### src/rtl/leaf_stream_bridge.sv
`default_nettype none
// ============================================================================
// Module   : leaf_stream_bridge
// Purpose  : Bridges one BFT leaf port to a single HLS ap_vld/ap_ack stream
//            pair. Inbound data packets are queued in a receive FIFO and
//            presented on Output_1_V_V. Outbound stream words are packetized
//            toward a runtime-configured destination leaf/port, honouring the
//            BFT resend backpressure.
// Ports    : clk, reset                 - clock, synchronous active-high reset
//            din_leaf_bft2interface     - 49-bit packet from the BFT
//            dout_leaf_interface2bft    - 49-bit packet to the BFT
//            resend                     - BFT did not take the current dout
//            Input_1_V_V[_ap_vld/_ap_ack]  - outbound stream
//            Output_1_V_V[_ap_vld/_ap_ack] - inbound stream (FIFO head)
//            cfg_done                   - destination has been configured
//            rx_overflow                - sticky, data packet dropped
//            tx_pkt_cnt, rx_pkt_cnt, rx_drop_cnt - optional statistics
// Options  : define LEAF_BRIDGE_STATS_EN to add 16-bit saturating counters.
// Revision : 1.0 - initial release
// ============================================================================
module leaf_stream_bridge #(
  parameter int         RX_DEPTH = 16,
  parameter logic [2:0] MY_LEAF  = 3'd1
) (
  input  logic        clk,
  input  logic        reset,
  input  logic [48:0] din_leaf_bft2interface,
  output logic [48:0] dout_leaf_interface2bft,
  input  logic        resend,
  input  logic [31:0] Input_1_V_V,
  input  logic        Input_1_V_V_ap_vld,
  output logic        Input_1_V_V_ap_ack,
  output logic [31:0] Output_1_V_V,
  output logic        Output_1_V_V_ap_vld,
  input  logic        Output_1_V_V_ap_ack,
  output logic        cfg_done,
  output logic        rx_overflow
`ifdef LEAF_BRIDGE_STATS_EN
  ,
  output logic [15:0] tx_pkt_cnt,
  output logic [15:0] rx_pkt_cnt,
  output logic [15:0] rx_drop_cnt
`endif
);

  localparam int AW = $clog2(RX_DEPTH);
  localparam int CW = AW + 1;
  localparam logic [CW-1:0] C_FULL = CW'(RX_DEPTH);

  typedef enum logic [1:0] {
    ST_UNCFG = 2'd0,
    ST_IDLE  = 2'd1,
    ST_HOLD  = 2'd2
  } tx_state_t;

  // --------------------------------------------------------------------------
  // Input register: only the fields the bridge acts on are captured.
  // --------------------------------------------------------------------------
  logic        r_rx_vld;
  logic [3:0]  r_rx_port;
  logic [31:0] r_rx_payload;

  // Destination leaf, source leaf and reserved bits carry no meaning here.
  logic w_unused_din;
  assign w_unused_din = ^{din_leaf_bft2interface[47:45], din_leaf_bft2interface[40:32]};

  always_ff @(posedge clk) begin
    if (reset) begin
      r_rx_vld     <= 1'b0;
      r_rx_port    <= 4'd0;
      r_rx_payload <= 32'd0;
    end else begin
      r_rx_vld     <= din_leaf_bft2interface[48];
      r_rx_port    <= din_leaf_bft2interface[44:41];
      r_rx_payload <= din_leaf_bft2interface[31:0];
    end
  end

  logic w_cfg_in;
  logic w_data_in;
  assign w_cfg_in  = r_rx_vld && (r_rx_port == 4'd0);
  assign w_data_in = r_rx_vld && (r_rx_port == 4'd1);

  // --------------------------------------------------------------------------
  // Receive FIFO
  // --------------------------------------------------------------------------
  logic [31:0]   r_mem [RX_DEPTH];
  logic [AW-1:0] r_wr_ptr;
  logic [AW-1:0] r_rd_ptr;
  logic [CW-1:0] r_count;
  logic [CW-1:0] w_count_next;
  logic          r_out_vld;
  logic          r_overflow;
  logic          w_pop;
  logic          w_push;
  logic          w_drop;
  logic          w_full;

  assign w_full = (r_count == C_FULL);
  assign w_pop  = r_out_vld && Output_1_V_V_ap_ack;
  // A pop in the same cycle frees the slot, so a full FIFO still accepts.
  assign w_push = w_data_in && (!w_full || w_pop);
  assign w_drop = w_data_in && w_full && !w_pop;

  always_comb begin
    w_count_next = r_count;
    case ({w_push, w_pop})
      2'b10:   w_count_next = r_count + 1'b1;
      2'b01:   w_count_next = r_count - 1'b1;
      default: w_count_next = r_count;
    endcase
  end

  always_ff @(posedge clk) begin
    if (reset) begin
      r_wr_ptr   <= '0;
      r_rd_ptr   <= '0;
      r_count    <= '0;
      r_out_vld  <= 1'b0;
      r_overflow <= 1'b0;
    end else begin
      if (w_push) r_wr_ptr <= r_wr_ptr + 1'b1;
      if (w_pop)  r_rd_ptr <= r_rd_ptr + 1'b1;
      r_count    <= w_count_next;
      r_out_vld  <= (w_count_next != '0);
      if (w_drop) r_overflow <= 1'b1;
    end
  end

  // Storage needs no reset; contents are only observed while occupancy > 0.
  always_ff @(posedge clk) begin
    if (w_push) r_mem[r_wr_ptr] <= r_rx_payload;
  end

  assign Output_1_V_V        = r_mem[r_rd_ptr];
  assign Output_1_V_V_ap_vld = r_out_vld;
  assign rx_overflow         = r_overflow;

  // --------------------------------------------------------------------------
  // Transmit FSM
  // --------------------------------------------------------------------------
  tx_state_t   r_state;
  tx_state_t   w_state_next;
  logic        w_ack;
  logic        w_load;
  logic        w_clear;
  logic [48:0] r_dout;
  logic [2:0]  r_dest_leaf;
  logic [3:0]  r_dest_port;
  logic        r_pend_vld;
  logic [2:0]  r_pend_leaf;
  logic [3:0]  r_pend_port;
  logic        r_cfg_done;
  logic        w_take_cfg;

  always_comb begin
    w_state_next = r_state;
    w_ack        = 1'b0;
    w_load       = 1'b0;
    w_clear      = 1'b0;
    case (r_state)
      ST_UNCFG: begin
        if (w_cfg_in) w_state_next = ST_IDLE;
      end
      ST_IDLE: begin
        w_ack = Input_1_V_V_ap_vld;
        if (Input_1_V_V_ap_vld) begin
          w_load       = 1'b1;
          w_state_next = ST_HOLD;
        end
      end
      ST_HOLD: begin
        if (!resend) begin
          if (Input_1_V_V_ap_vld) begin
            // Accepted packet is immediately replaced by the next word.
            w_ack  = 1'b1;
            w_load = 1'b1;
          end else begin
            w_clear      = 1'b1;
            w_state_next = ST_IDLE;
          end
        end
      end
      default: w_state_next = ST_UNCFG;
    endcase
  end

  always_ff @(posedge clk) begin
    if (reset) r_state <= ST_UNCFG;
    else       r_state <= w_state_next;
  end

  always_ff @(posedge clk) begin
    if (reset) begin
      r_dout <= 49'd0;
    end else if (w_load) begin
      r_dout <= {1'b1, r_dest_leaf, r_dest_port, MY_LEAF, 6'd0, Input_1_V_V};
    end else if (w_clear) begin
      r_dout[48] <= 1'b0;
    end
  end

  // A destination change must not alter a packet that is still being
  // retried, so a config seen during HOLD is parked until HOLD is left.
  assign w_take_cfg = w_cfg_in && ((r_state != ST_HOLD) || w_clear);

  always_ff @(posedge clk) begin
    if (reset) begin
      r_dest_leaf <= 3'd0;
      r_dest_port <= 4'd0;
      r_pend_vld  <= 1'b0;
      r_pend_leaf <= 3'd0;
      r_pend_port <= 4'd0;
      r_cfg_done  <= 1'b0;
    end else begin
      if (w_take_cfg) begin
        r_dest_leaf <= r_rx_payload[2:0];
        r_dest_port <= r_rx_payload[6:3];
        r_pend_vld  <= 1'b0;
      end else if (w_cfg_in) begin
        r_pend_leaf <= r_rx_payload[2:0];
        r_pend_port <= r_rx_payload[6:3];
        r_pend_vld  <= 1'b1;
      end else if (w_clear && r_pend_vld) begin
        r_dest_leaf <= r_pend_leaf;
        r_dest_port <= r_pend_port;
        r_pend_vld  <= 1'b0;
      end
      if (w_cfg_in) r_cfg_done <= 1'b1;
    end
  end

  assign dout_leaf_interface2bft = r_dout;
  assign Input_1_V_V_ap_ack      = w_ack;
  assign cfg_done                = r_cfg_done;

  // --------------------------------------------------------------------------
  // Optional statistics
  // --------------------------------------------------------------------------
`ifdef LEAF_BRIDGE_STATS_EN
  logic [15:0] r_tx_cnt;
  logic [15:0] r_rx_cnt;
  logic [15:0] r_drop_cnt;
  logic        w_tx_accept;

  assign w_tx_accept = (r_state == ST_HOLD) && !resend;

  always_ff @(posedge clk) begin
    if (reset) begin
      r_tx_cnt   <= 16'd0;
      r_rx_cnt   <= 16'd0;
      r_drop_cnt <= 16'd0;
    end else begin
      if (w_tx_accept && (r_tx_cnt != 16'hFFFF)) r_tx_cnt   <= r_tx_cnt + 16'd1;
      if (w_push      && (r_rx_cnt != 16'hFFFF)) r_rx_cnt   <= r_rx_cnt + 16'd1;
      if (w_drop      && (r_drop_cnt != 16'hFFFF)) r_drop_cnt <= r_drop_cnt + 16'd1;
    end
  end

  assign tx_pkt_cnt  = r_tx_cnt;
  assign rx_pkt_cnt  = r_rx_cnt;
  assign rx_drop_cnt = r_drop_cnt;
`endif

endmodule
`default_nettype wire

### config.mk
export PLATFORM = sky130hd
export DESIGN_NAME = leaf_stream_bridge
export DESIGN_NICKNAME = d
export VERILOG_FILES = /design/src/rtl/leaf_stream_bridge.sv
export SDC_FILE = /design/constraint.sdc
export NUM_CORES = 1
export LEC_CHECK = 0
export ABC_AREA = 1
export CAP_MARGIN = 20
export CORE_ASPECT_RATIO = 0.75
export CORE_MARGIN = 2
export CORE_UTILIZATION = 59
export DETAILED_ROUTE_END_ITERATION = 10
export PLACE_DENSITY_LB_ADDON = 0.2
export SYNTH_ARGS = -nofsm -noshare
export SYNTH_HDL_FRONTEND = slang
export SYNTH_SLANG_ARGS = --single-unit
### constraint.sdc
create_clock -name clk -period 3.4 [get_ports clk]
set_input_delay 0.51 -clock clk [delete_from_list [all_inputs] [get_ports clk]]
set_output_delay 0.51 -clock clk [all_outputs]
set_load 0.1 [all_outputs]
==> metrics.md <==
| Metric | Value |
|---|---|
| Cell leakage power | 10.33 nW |
| Post-DR vias/cell | 5.706 |
| TritonCTS Sinks | 627 |
| Count of pins over their slew limit | 0 |
| EDFF count, synth | 512 |
| Final hold viol count | 0 |
| Synthesis-stage register bit count | 627 |
| IO Pins | 171 |
| Mean Syn Cell Area | 12.94 um2 |
| Yosys warns | 0 |
| Post-CTS Setup Bufs | 0 |
| Hold path start | din_leaf_bft2interface[11] |
| PostCTS Resize Cnt | 0 |
| FF-to-FF End | r_mem[5][6] |
| CTS tree | yes |
| Reg2reg path depth | 8 |
| H-Tree Depth | 2 |
| Clock Latency Late Sink | 0.60 ns |
| Seq/Total Area, Yosys | 0.7152 |
| Synth area leaders | edfxtp_1 (62%), dfxtp_1 (9.3%), mux2i_1 (5.2%), o211ai_1 (3.9%), o21ai_0 (3.7%) |
| Min-delay worst type | primary input to flip-flop |
| Core region area | 41,080 um2 |
| Die Area | 43,560 um2 |
| DP Cell Count | 2,566 |
| Final-stage net count | 2,164 |
| Hold path depth | 3 |
| Critical path type | flip-flop to output pin |
| P_int | 13.55 mW |
| Data required, critical path | 2.89 ns |
| Hold-fix buffer count after cts | 0 |
| Predominant post-synthesis flop cell | edfxtp_1 |
| Syn-to-layout area delta | 18.35% |
| Mapped cell area | 24,720 um2 |
| First-pass iteration count of the detailed router | 6 |
| Chip Width | 240.3 um |
| Final Wtd Congestion | 0.7915 |
| Remaining global-route overflow | 0 |
| RSZ-0062 raised after global routing | no |
| Number of remaining DRC errors | 0 |
| Clock buffer depth | 3 |
| Maxcap violations | 0 |
| Antenna violations before repair | 0 |
| Routed Antenna Nets | 0 |
| Worst R2R Setup Slack | 1.05 ns |
| F_max | 0.3110 GHz |
| Logic pwr share | 0.241 |
| Leading area contributor after synthesis | edfxtp_1 |
| Post-layout min period | 3.216 ns |
| Final Cycle Share | 0.9458 |
| Crit path capture type | output pin |
| Via count of the routed design | 15,240 |
| Worst R2R Start | r_rx_port[3] |
| CP max FO | 41 |
| Crit start category | flip-flop |
| Clock share of power | 0.317 |
| DRT iter0 DRCs | 1,628 |
| Pwr/cell area | 671.4 nW/um2 |
| Fin util | 0.7120 |
| Sw Ratio | 0.3100 |
| Ys async rst share | 0 |
| Starting Density | 0.6017 |
| Rel. slew slack | 0.3299 |
| Outcome | finished clean |
| CTS Root Cell | clkbuf_16 |
| Crit path DAT | 2.71 ns |
| Number of global-route vias before repair | 15,140 |
| Cell count after synthesis | 1,910 |
| Peak supply drop | 0.0005981 V |
| Die Y | 181.3 um |
| Largest net degree at the start of global routing | 105 |
| Worst Max-Slew Pin Slew | 1.002 ns |
| WHS Endpoint | r_rx_payload[11] |
| Power Total | 19.64 mW |
| Port Buffer Count | 150 |
| # setup viols final | 0 |
| Final wirelength | 55,320 um |
| Share of layout cells above drive strength 1 | 0.09384 |
| GRT Overall Usage | 0.2567 |
| Part of the power in registers | 0.441 |
| Std cell rows | 64 |
| Wire length per cell | 20.71 um |
| Clock Skew | 0.02669 ns |
| DP HPWL | 30,630 um |
| Finished Layout Cells | 2,671 |
| Worst-path clk slew | 0.07 ns |
| Yosys top cell area share | 0.6221 |
| Synth cell types | 31 |
| Global-route wire length before repair | 84,970 um |
| Antenna cells | 0 |
| Cts bufs inserted | 57 |
| Net Switching | 6.088 mW |
-- logic make-up (layout without fill, tap and decap cells) --
logic type                 Yosys count  in the layout  share of synthesized area
DFF                                627            627                     0.7152
AOI/OAI and AO/OA                  499            499                     0.1147
buffers and inverters              320            513                    0.05822
and+or+nand+nor                    319            319                    0.05179
muxes                              128            128                    0.05184
adders and majority gates           14             14                   0.007391
xor gates and xnor gates             2              2                  0.0007088
other                                1              8                  0.0001517
-- registers in the layout, indices dropped and copies added (netlist names), named ones only --
register and flops:
dout_leaf_interface2bft 41, r_state 2, r_rd_ptr 4, r_rx_port 4
r_mem 512, r_dest_port 4, r_pend_vld 1, r_dest_leaf 3
r_count 5, rx_overflow 1, r_rx_payload 32, r_pend_port 4
r_rx_vld 1, Output_1_V_V_ap_vld 1, r_wr_ptr 4, cfg_done 1
r_pend_leaf 3
-- layer usage --
metal  track usage  vias to the layer above  part of all wire
met3       0.04232                       98             0.078
met5             0                        -                 0
met1        0.3556                     7381              0.42
met2        0.4200                      622              0.48
li1              -                     7141                 -
met4       0.07975                        0             0.024
-- power groups by stage --
| stage | sequential (mW) | combinational (mW) | clock (mW) |
|---|---|---|---|
| 5_1_grt | 8.69 | 5.04 | 6.61 |
| 3_5_place_dp | 8.82 | 4.73 | 0 |
| 3_3_place_gp | 8.81 | 4.66 | 0 |
| 4_1_cts | 8.66 | 4.76 | 6.31 |
| 6_report | 8.66 | 4.74 | 6.23 |
| 2_1_floorplan | 9.36 | 2.82 | 0 |
-- worst max-delay path: stages (launching register included) --
cell      delay (ns)
dfxtp_4         0.81
buf_4           0.39
mux2i_1         0.28
o21ai_1         0.12
o211ai_1        0.17
nand2_1         0.14
buf_12          0.19
-- placed cells by master (no fill, tap or decap), drive strengths merged, types with 2 or more instances in the layout --
| master | Yosys | final |
|---|---|---|
| a21oi | 156 | 156 |
| and3 | 2 | 2 |
| buf | 52 | 92 |
| bufinv | 0 | 3 |
| clkbuf | 68 | 84 |
| clkdlybuf4s50 | 0 | 116 |
| clkinv | 0 | 17 |
| conb | 1 | 8 |
| dfxtp | 115 | 115 |
| edfxtp | 512 | 512 |
| ha | 13 | 13 |
| inv | 200 | 201 |
| mux2i | 128 | 128 |
| nand2 | 89 | 89 |
| nand3 | 51 | 51 |
| nor2 | 175 | 175 |
| o211ai | 129 | 129 |
| o21ai | 212 | 212 |
| xor2 | 2 | 2 |
-- layout make-up --
type | instances | area [um2]
clock buffers | 84 | 1640
clock inverters | 21 | 183.9
flip-flops and latches | 627 | 17690
fillers | 2714 | 11830
multi-input cells | 970 | 5747
inverters | 200 | 755.7
well taps | 561 | 701.9
repair buffers | 208 | 2532
-- stage by stage --
step	instance area [um2]	setup slack [ns]	hold slack, ns	TNS, ns
after floorplan	24750	-0.05733	0.4413	-23.28
after global placement	27400	0.5808	0.4385	0
after detailed placement	27430	0.5476	0.4515	0
after CTS	29250	0.1452	0.3987	0
after global routing	29250	0.03286	0.4115	0
final	29250	0.1843	0.4263	0
-- how the worst max path moves through the flow --
stage                                endpoint  cells after the start                start
final                         Output_1_V_V[8]                      6            flip-flop
after floorplan                  r_mem[11][0]                      6  Output_1_V_V_ap_vld
after global placement           r_mem[5][11]                      8  Output_1_V_V_ap_ack
after CTS                     Output_1_V_V[8]                      6            flip-flop
after detailed placement  Output_1_V_V_ap_vld                     16  Output_1_V_V_ap_ack
after global routing         Output_1_V_V[28]                      7            flip-flop
-- cells in the mapped netlist, drive strengths merged (2+ instances only) --
library cell / n
and3: 2
edfxtp: 512
inv: 200
ha: 13
mux2i: 128
nand3: 51
clkbuf: 68
buf: 52
dfxtp: 115
o211ai: 129
a21oi: 156
xor2: 2
o21ai: 212
nor2: 175
nand2: 89
Note: power is estimated with default switching activity, not from simulation.
